File: src/rtl/ped_walk_ctrl.sv
// ---------------------------------------------------------------------------
// ped_walk_ctrl
//
// Pedestrian WALK controller that follows the traffic-light countdown.
// It runs a lockstep mirror of the light phase and the count the light
// controller is expected to present on time_left. The mirror is used to:
//   - grant one WALK per RED phase to a latched pedestrian request,
//   - switch to flashing DON'T-WALK once the remaining RED time reaches
//     the clearance window,
//   - raise a sticky fault whenever time_left departs from the expected
//     sequence. A fault blanks the pedestrian lamps until reset.
//
// Ports
//   clk             in   1  rising-edge clock, shared with the light controller
//   reset           in   1  asynchronous, active-low (0 = in reset)
//   upstream_reset  in   1  light controller's synchronous active-high reset
//   time_left       in   8  light controller countdown, sampled every edge
//   ped_req         in   1  pedestrian button (level), sampled every edge
//   walk            out  1  WALK lamp
//   walk_flash      out  1  flashing DON'T-WALK (clearance window)
//   walk_time_left  out  8  expected count while walk|walk_flash, else 0
//   phase           out  2  mirrored phase: 0=RED, 1=GREEN, 2=YELLOW
//   req_pending     out  1  latched request not yet served
//   fault           out  1  sticky sequence-mismatch flag
//
// All outputs are decoded from registers only, so every sampled input
// reaches the outputs one clock later.
// ---------------------------------------------------------------------------
module ped_walk_ctrl #(
  parameter logic [7:0] RED_RELOAD    = 8'd63,
  parameter logic [7:0] GREEN_RELOAD  = 8'd63,
  parameter logic [7:0] YELLOW_RELOAD = 8'd7,
  parameter logic [7:0] CLEAR_TIME    = 8'd8
) (
  input  logic       clk,
  input  logic       reset,
  input  logic       upstream_reset,
  input  logic [7:0] time_left,
  input  logic       ped_req,
  output logic       walk,
  output logic       walk_flash,
  output logic [7:0] walk_time_left,
  output logic [1:0] phase,
  output logic       req_pending,
  output logic       fault
);

  typedef enum logic [1:0] {
    PH_RED    = 2'd0,
    PH_GREEN  = 2'd1,
    PH_YELLOW = 2'd2,
    PH_BAD    = 2'd3
  } phase_t;

  phase_t     phase_reg,   phase_next;
  logic [7:0] exp_tl_reg,  exp_tl_next;
  logic       pending_reg, pending_next;
  logic       granted_reg, granted_next;
  logic       fault_reg,   fault_next;

  logic       exp_zero;
  logic [7:0] exp_tl_dec;
  logic       lamp_enable;

  assign exp_zero   = (exp_tl_reg == 8'd0);
  assign exp_tl_dec = exp_tl_reg - 8'd1;

  // -------------------------------------------------------------------------
  // State register
  // -------------------------------------------------------------------------
  always_ff @(posedge clk or negedge reset) begin
    if (!reset) begin
      phase_reg   <= PH_RED;
      exp_tl_reg  <= 8'd0;
      pending_reg <= 1'b0;
      granted_reg <= 1'b0;
      fault_reg   <= 1'b0;
    end else begin
      phase_reg   <= phase_next;
      exp_tl_reg  <= exp_tl_next;
      pending_reg <= pending_next;
      granted_reg <= granted_next;
      fault_reg   <= fault_next;
    end
  end

  // -------------------------------------------------------------------------
  // Next-state logic
  // -------------------------------------------------------------------------
  always_comb begin
    phase_next   = phase_reg;
    exp_tl_next  = exp_tl_reg;
    pending_next = pending_reg;
    granted_next = granted_reg;
    fault_next   = fault_reg;

    if (upstream_reset) begin
      // The light controller restarts from RED with a zero count, so the
      // mirror does the same. Its time_left is meaningless this edge, hence
      // no compare; requests and the fault flag are left untouched.
      phase_next   = PH_RED;
      exp_tl_next  = 8'd0;
      granted_next = 1'b0;
    end else begin
      if (time_left != exp_tl_reg) begin
        fault_next = 1'b1;
      end

      if (ped_req) begin
        pending_next = 1'b1;
      end

      case (phase_reg)
        PH_RED: begin
          if (exp_zero) begin
            phase_next   = PH_GREEN;
            exp_tl_next  = GREEN_RELOAD;
            granted_next = 1'b0;          // WALK ends when RED ends
          end else begin
            exp_tl_next  = exp_tl_dec;
          end
        end

        PH_GREEN: begin
          if (exp_zero) begin
            phase_next  = PH_YELLOW;
            exp_tl_next = YELLOW_RELOAD;
          end else begin
            exp_tl_next = exp_tl_dec;
          end
        end

        PH_YELLOW: begin
          if (exp_zero) begin
            phase_next  = PH_RED;
            exp_tl_next = RED_RELOAD;
            // Grant on RED entry. A request arriving on this very edge is
            // served too. An existing fault blocks the grant and the request
            // stays latched.
            if ((pending_reg || ped_req) && !fault_reg) begin
              granted_next = 1'b1;
              pending_next = 1'b0;
            end
          end else begin
            exp_tl_next = exp_tl_dec;
          end
        end

        default: begin
          // Encoding 3 cannot be reached by normal sequencing; recover to a
          // known phase and record it as a fault.
          phase_next   = PH_RED;
          exp_tl_next  = 8'd0;
          granted_next = 1'b0;
          fault_next   = 1'b1;
        end
      endcase
    end
  end

  // -------------------------------------------------------------------------
  // Output decode (registers only)
  // -------------------------------------------------------------------------
  assign lamp_enable    = granted_reg && (phase_reg == PH_RED) && !fault_reg;
  assign walk           = lamp_enable && (exp_tl_reg >  CLEAR_TIME);
  assign walk_flash     = lamp_enable && (exp_tl_reg <= CLEAR_TIME);
  assign walk_time_left = lamp_enable ? exp_tl_reg : 8'd0;
  assign phase          = phase_reg;
  assign req_pending    = pending_reg;
  assign fault          = fault_reg;

endmodule

File: config.mk
export PLATFORM = sky130hd
export DESIGN_NAME = ped_walk_ctrl
export DESIGN_NICKNAME = d
export VERILOG_FILES = /design/src/rtl/ped_walk_ctrl.sv
export SDC_FILE = /design/constraint.sdc
export NUM_CORES = 1
export LEC_CHECK = 0
export CORE_MARGIN = 10
export CORE_UTILIZATION = 40
export DETAILED_ROUTE_END_ITERATION = 10
export HOLD_SLACK_MARGIN = 0.06
export PLACE_DENSITY = 0.73
export SLEW_MARGIN = 10
export SYNTH_ARGS = -nofsm -noshare
export SYNTH_HDL_FRONTEND = slang
export SYNTH_SLANG_ARGS = --single-unit
File: constraint.sdc
create_clock -name clk -period 1.75 [get_ports clk]
set_input_delay 0.2625 -clock clk [delete_from_list [all_inputs] [get_ports clk]]
set_output_delay 0.2625 -clock clk [all_outputs]
set_load 0.01 [all_outputs]
==> impl_metrics.env, run 1 <==
export IMPL_grt_pass1_wl_um=4110
export IMPL_syn_area_per_cell_um2=9.22
export IMPL_nets=152
export IMPL_ys_ff_latch=13
export IMPL_fin_cells=164
export IMPL_fin_crit_sh=0.955
export IMPL_holdWs_ns=0.347
export IMPL_cts_tree="built"
export IMPL_io_pins=26
export IMPL_finClkSkew_ns=0.00648
export IMPL_diodes=0
export IMPL_via_per_inst=5.05
export IMPL_drive_above_1_share=0.321
export IMPL_syn_instance_count=92
export IMPL_antenna_found_initial=0
export IMPL_worst_r2r_path_depth=4
export IMPL_min_path_type="in -> async"
export IMPL_routedWlPerCell_um=14.8
export IMPL_final_common_cell="buf_4"
export IMPL_setup_viol=0
export IMPL_drc=0
export IMPL_largest_reg_flops=8
export IMPL_rsz0062_at_grt="no"
export IMPL_clock_path_buffers=2
export IMPL_slew_violations=0
export IMPL_r2r_end="fault"
export IMPL_synth_edf_count=0
export IMPL_netlist_area_um2=848
export IMPL_fin_setup_tns_ns=0
export IMPL_netlist_cell_type_count=34
export IMPL_drv_cap=0
export IMPL_dieArea_um2=4360
export IMPL_synthesis_nets=106
export IMPL_synthFlopType="dfrtp_1"
export IMPL_clock_latency_ns=0.29
export IMPL_grt_overflow_total=0
export IMPL_tightest_slew_ns=0.596
export IMPL_cts_clk_slew_worst_paths_ns=0.08
export IMPL_cts_root_buf="clkbuf_4"
export IMPL_regToRegSetupSlack_ns=0.09
export IMPL_grt_usage=0.119
export IMPL_crit_path_start_kind="flop"
export IMPL_critical_path_arrival_ns=1.41
export IMPL_post_route_util=0.644
export IMPL_irDropWorstVdd_mv=0.741
export IMPL_initialDrtViolationCount=41
export IMPL_dp_slack_ns=-0.147
export IMPL_gp_congestion=0.777
export IMPL_power_density_nw_per_um2=1220
export IMPL_p_leak_nw=0.565
export IMPL_async_flop_share=1.00
export IMPL_yosys_warnings=0
export IMPL_dr_pass1_iters=4
export IMPL_numCtsBuffers=3
export IMPL_yosysSeqAreaShare=0.383
export IMPL_critPathMaxFanout=8
export IMPL_reg2reg_from="exp_tl_reg[5]"
export IMPL_required_ns=1.49
export IMPL_start_util=0.428
export IMPL_area_growth_pct=50.4
export IMPL_layout_common_cells="20 x buf_4, 15 x clkdlybuf4s50_1, 13 x dfrtp_1"
export IMPL_crit_path_end_kind="output pin"
export IMPL_path_class="reg -> out"
export IMPL_fin_crit_ns=1.67
export IMPL_ant_nets=0
export IMPL_port_buffer_count=25
export IMPL_die_w_um=66.1
export IMPL_grt_pass1_vias=869
export IMPL_hold_violations=0
export IMPL_die_h_um=66.1
export IMPL_status="completed"
export IMPL_clock_sinks=13
export IMPL_relSlewSlack=0.602
export IMPL_dpl_hpwl_um=1910
export IMPL_rows=16
export IMPL_core_area_um2=1980
export IMPL_fmax_mhz=599
export IMPL_wirelength_um=2440
export IMPL_setup_ws_ns=0.0795
export IMPL_post_place_cells=159
export IMPL_num_vias=829
export IMPL_grt_max_degree=14
export IMPL_h_tree_depth=1
## kinds of logic (layout without fill, tap and decap cells)
family | after synthesis | after routing | share of synthesized area
buf+inv | 9 | 54 | 0.0457
mux | 1 | 1 | 0.0118
compound gates | 17 | 17 | 0.131
flops | 13 | 13 | 0.383
fa+ha+maj | 2 | 2 | 0.0295
xor+xnor | 13 | 13 | 0.134
simple gates | 37 | 37 | 0.264
## final cells by class
class	instances	area, µm²
clock buffer	4	26.3
tap	27	33.8
inverter	5	18.8
sequential	13	325
multi-input combinational	70	522
fill	158	706
timing repair buffer	45	350
## cell usage after synthesis (2+ instances only)
cell / number / area share
and2_1: 6 / 0.044
nor3_1: 4 / 0.024
nand3_1: 2 / 0.012
a21oi_1: 8 / 0.047
ha_1: 2 / 0.029
nor2_1: 8 / 0.035
a31oi_1: 2 / 0.015
dfrtp_1: 13 / 0.38
inv_1: 5 / 0.022
xor2_1: 5 / 0.052
nand2_1: 5 / 0.022
xnor2_1: 8 / 0.083
clkbuf_1: 2 / 0.0089
nor4_1: 2 / 0.015
## stage by stage
step | instance area (µm²) | total power, mW
4_1_cts | 1280 | 1.50
3_3_place_gp | 1250 | 1.27
6_report | 1280 | 1.55
5_1_grt | 1280 | 1.66
2_1_floorplan | 848 | 0.952
3_5_place_dp | 1250 | 1.29
## report_power, final
group,total [mW],switching (mW),internal (mW)
combinational,0.905,0.431,0.473
sequential,0.457,0.0832,0.373
clock,0.191,0.102,0.0887
## routing by layer
metal / wire length (µm) / part of all wire / GRT usage / vias up
li1: - / - / - / 414
met1: 1070 / 0.44 / 0.137 / 388
met2: 1170 / 0.48 / 0.197 / 22
met3: 144 / 0.059 / 0.0373 / 5
met4: 44 / 0.018 / 0.0550 / 0
met5: 0 / 0 / 0 / -
## worst max-delay path by stage
stage                        from                 to  cells after the start
floorplan                phase[1]               walk                      4
global placement         phase[1]               walk                      5
detailed placement       phase[1]               walk                      5
CTS                      phase[1]  walk_time_left[5]                      5
global route        exp_tl_reg[0]      exp_tl_reg[7]                      5
finish                   phase[1]               walk                      5
## repair_timing
item | in CTS | in global routing
endpoints found under the setup margin | 10 | 12
resized for setup | 29 | 16
hold buffers | 0 | 0
buffers inserted | 0 | 1
pin swaps | 0 | 2
## worst max-delay path, cell delays in order, from the launching register on
cell and delay, ns:
dfrtp_1 0.39, nand2b_4 0.15, nor3_2 0.10, buf_4 0.16
a21boi_1 0.17, buf_2 0.16
Note: power is estimated with default switching activity, not from simulation.
==> inputs of run 2 (changes only) <==
--- a/config.mk
+++ b/config.mk
@@ -5,6 +5,7 @@
 export SDC_FILE = /design/constraint.sdc
 export NUM_CORES = 1
 export LEC_CHECK = 0
+export CAP_MARGIN = 20
 export CORE_MARGIN = 10
 export CORE_UTILIZATION = 40
 export DETAILED_ROUTE_END_ITERATION = 10
==> results of run 2 <==
Final layout, timing and power as in run 1 (identical DEF).
==> inputs of run 3 (changes only) <==
--- a/config.mk
+++ b/config.mk
@@ -7,10 +7,11 @@
 export LEC_CHECK = 0
 export CAP_MARGIN = 20
 export CORE_MARGIN = 10
-export CORE_UTILIZATION = 40
+export CORE_UTILIZATION = 35
 export DETAILED_ROUTE_END_ITERATION = 10
+export GPL_TIMING_DRIVEN = 0
 export HOLD_SLACK_MARGIN = 0.06
-export PLACE_DENSITY = 0.73
+export PLACE_DENSITY = 0.66
 export SLEW_MARGIN = 10
 export SYNTH_ARGS = -nofsm -noshare
 export SYNTH_HDL_FRONTEND = slang
==> run 3 against run 2 <==
Net effect: cell count is the same; routed wire length grew 5.1%; hold slack gained 0.011 ns; maximum frequency shrank 2.8%; setup slack lost 0.048 ns; via count grew 0.72%; sequential cell count is the same; global-route usage shrank 1.5 points; power shrank 3.3%; clock skew is essentially flat; sequential share of layout area shrank 0.84 points; cell area grew 5.8%.
==> impl_metrics.env, run 3 (synthesis gave the netlist of run 1 again) <==
export IMPL_cts_clk_slew_worst_paths_ns=0.09
export IMPL_grt_pass1_wl_um=4230
export IMPL_fin_crit_ns=1.72
export IMPL_cp_slowest_cell="dfrtp_2"
export IMPL_dieArea_um2=4790
export IMPL_grt_overflow_total=0
export IMPL_switching_share=0.413
export IMPL_dp_slack_ns=-0.696
export IMPL_cts_hold_fix_buffers=0
export IMPL_via_per_inst=5.09
export IMPL_cts_tree="built"
export IMPL_routedWlPerCell_um=15.6
export IMPL_diodes=0
export IMPL_relSlewSlack=0.601
export IMPL_fin_setup_tns_ns=0
export IMPL_drv_cap=0
export IMPL_crit_path_start_kind="flop"
export IMPL_setup_ws_ns=0.0314
export IMPL_post_route_util=0.599
export IMPL_cpLargestDelayFamily="flip-flops"
export IMPL_fin_crit_sh=0.982
export IMPL_grt_usage=0.105
export IMPL_grt_pass1_vias=877
export IMPL_area_sequential_um2=333
export IMPL_port_buffer_count=25
export IMPL_rsz0062_at_grt="yes"
export IMPL_rows=17
export IMPL_multi_input_area_um2=561
export IMPL_ant_nets=0
export IMPL_power_density_nw_per_um2=1110
export IMPL_critical_path_arrival_ns=1.46
export IMPL_h_tree_depth=1
export IMPL_clock_path_buffers=2
export IMPL_fmax_mhz=582
export IMPL_tightest_slew_ns=0.597
export IMPL_io_pins=26
export IMPL_area_growth_pct=59.1
export IMPL_die_h_um=69.2
export IMPL_post_place_cells=145
export IMPL_required_ns=1.49
export IMPL_p_int_mw=0.880
export IMPL_initialDrtViolationCount=23
export IMPL_core_area_um2=2250
export IMPL_fin_cells=164
export IMPL_min_path_type="in -> async"
export IMPL_antenna_found_initial=0
export IMPL_num_vias=835
export IMPL_cts_root_buf="clkbuf_4"
export IMPL_hold_violations=0
export IMPL_path_buf_inv=2
export IMPL_pwr_share_comb=0.554
export IMPL_drc=0
export IMPL_setup_viol=0
export IMPL_seq_power_share=0.320
export IMPL_numCtsBuffers=3
export IMPL_finalPower_mw=1.50
export IMPL_layout_common_cells="15 x clkdlybuf4s50_1, 15 x buf_4, 8 x xnor2_1"
export IMPL_clock_sinks=13
export IMPL_fill_cells=205
export IMPL_slew_violations=0
export IMPL_finClkSkew_ns=0.00602
export IMPL_wirelength_um=2560
export IMPL_p_sw_mw=0.621
export IMPL_nets=151
export IMPL_dpl_hpwl_um=1760
export IMPL_drive_above_1_share=0.419
export IMPL_crit_path_end_kind="output pin"
export IMPL_crit_chain="nand2b_4 > nor3_4 > buf_6 > a21boi_0 > buf_2"
export IMPL_die_w_um=69.2
export IMPL_irDropWorstVdd_mv=0.781
export IMPL_p_leak_nw=0.569
export IMPL_power_share_clock=0.126
export IMPL_grt_max_degree=14
export IMPL_max_stage_delay_ns=0.41
export IMPL_critPathMaxFanout=4
export IMPL_dr_pass1_iters=4
export IMPL_path_class="reg -> out"
export IMPL_gp_congestion=0.806
export IMPL_start_util=0.376
export IMPL_status="completed"
export IMPL_clock_latency_ns=0.27
export IMPL_largest_reg_flops=8
==> run 3: metal layers <==
layer	share of wire	wire, µm	vias up	global-route usage
met3	0.019	48	4	0.00999
met2	0.53	1360	18	0.181
met4	0.023	60	0	0.0532
met1	0.43	1090	400	0.123
li1	-	-	413	-
met5	0	0	-	0
==> run 3: final cells by class <==
cell class,count,share of cell area
plain buffers,2,0.0120
inverters,5,0.0139
well taps,28,0.0260
repair buffers,42,0.267
clock buffers,4,0.0195
multi-input cells,70,0.415
flip-flops and latches,13,0.247
==> run 3: power groups by stage <==
stage / registers (mW) / clock network (mW) / logic [mW]
after floorplan: 0.461 / 0 / 0.491
after global placement: 0.479 / 0 / 0.621
after detailed placement: 0.479 / 0 / 0.634
after CTS: 0.476 / 0.198 / 0.709
after global routing: 0.491 / 0.213 / 0.918
final: 0.480 / 0.189 / 0.832
==> run 3: timing repair <==
| item | CTS | global route |
|---|---|---|
| pin swaps | 2 | 4 |
| endpoints found under the setup margin | 10 | 11 |
| setup buffers | 10 | 8 |
| resized for setup | 48 | 27 |
==> run 3: final timing paths <==
| path | startpoint | end | slack (ns) | cells past startpoint |
|---|---|---|---|---|
| min reg2reg | exp_tl_reg[0] | exp_tl_reg[0] | 0.60 | 2 |
| max reg2reg | exp_tl_reg[5] | fault | 0.08 | 4 |
| min in group clk | exp_tl_reg[0] | exp_tl_reg[0] | 0.60 | 2 |
| max in group asynchronous | reset | exp_tl_reg[5] | 0.96 | 1 |
| max | phase[1] | walk | 0.03 | 5 |
| min | reset | phase[0] | 0.36 | 1 |
==> run 3: metrics by stage <==
stage	area [µm²]	hold WS (ns)
floorplan	848	-0.0331
global placement	1130	0.550
detailed placement	1130	0.564
CTS	1230	0.368
global route	1350	0.398
finish	1350	0.358
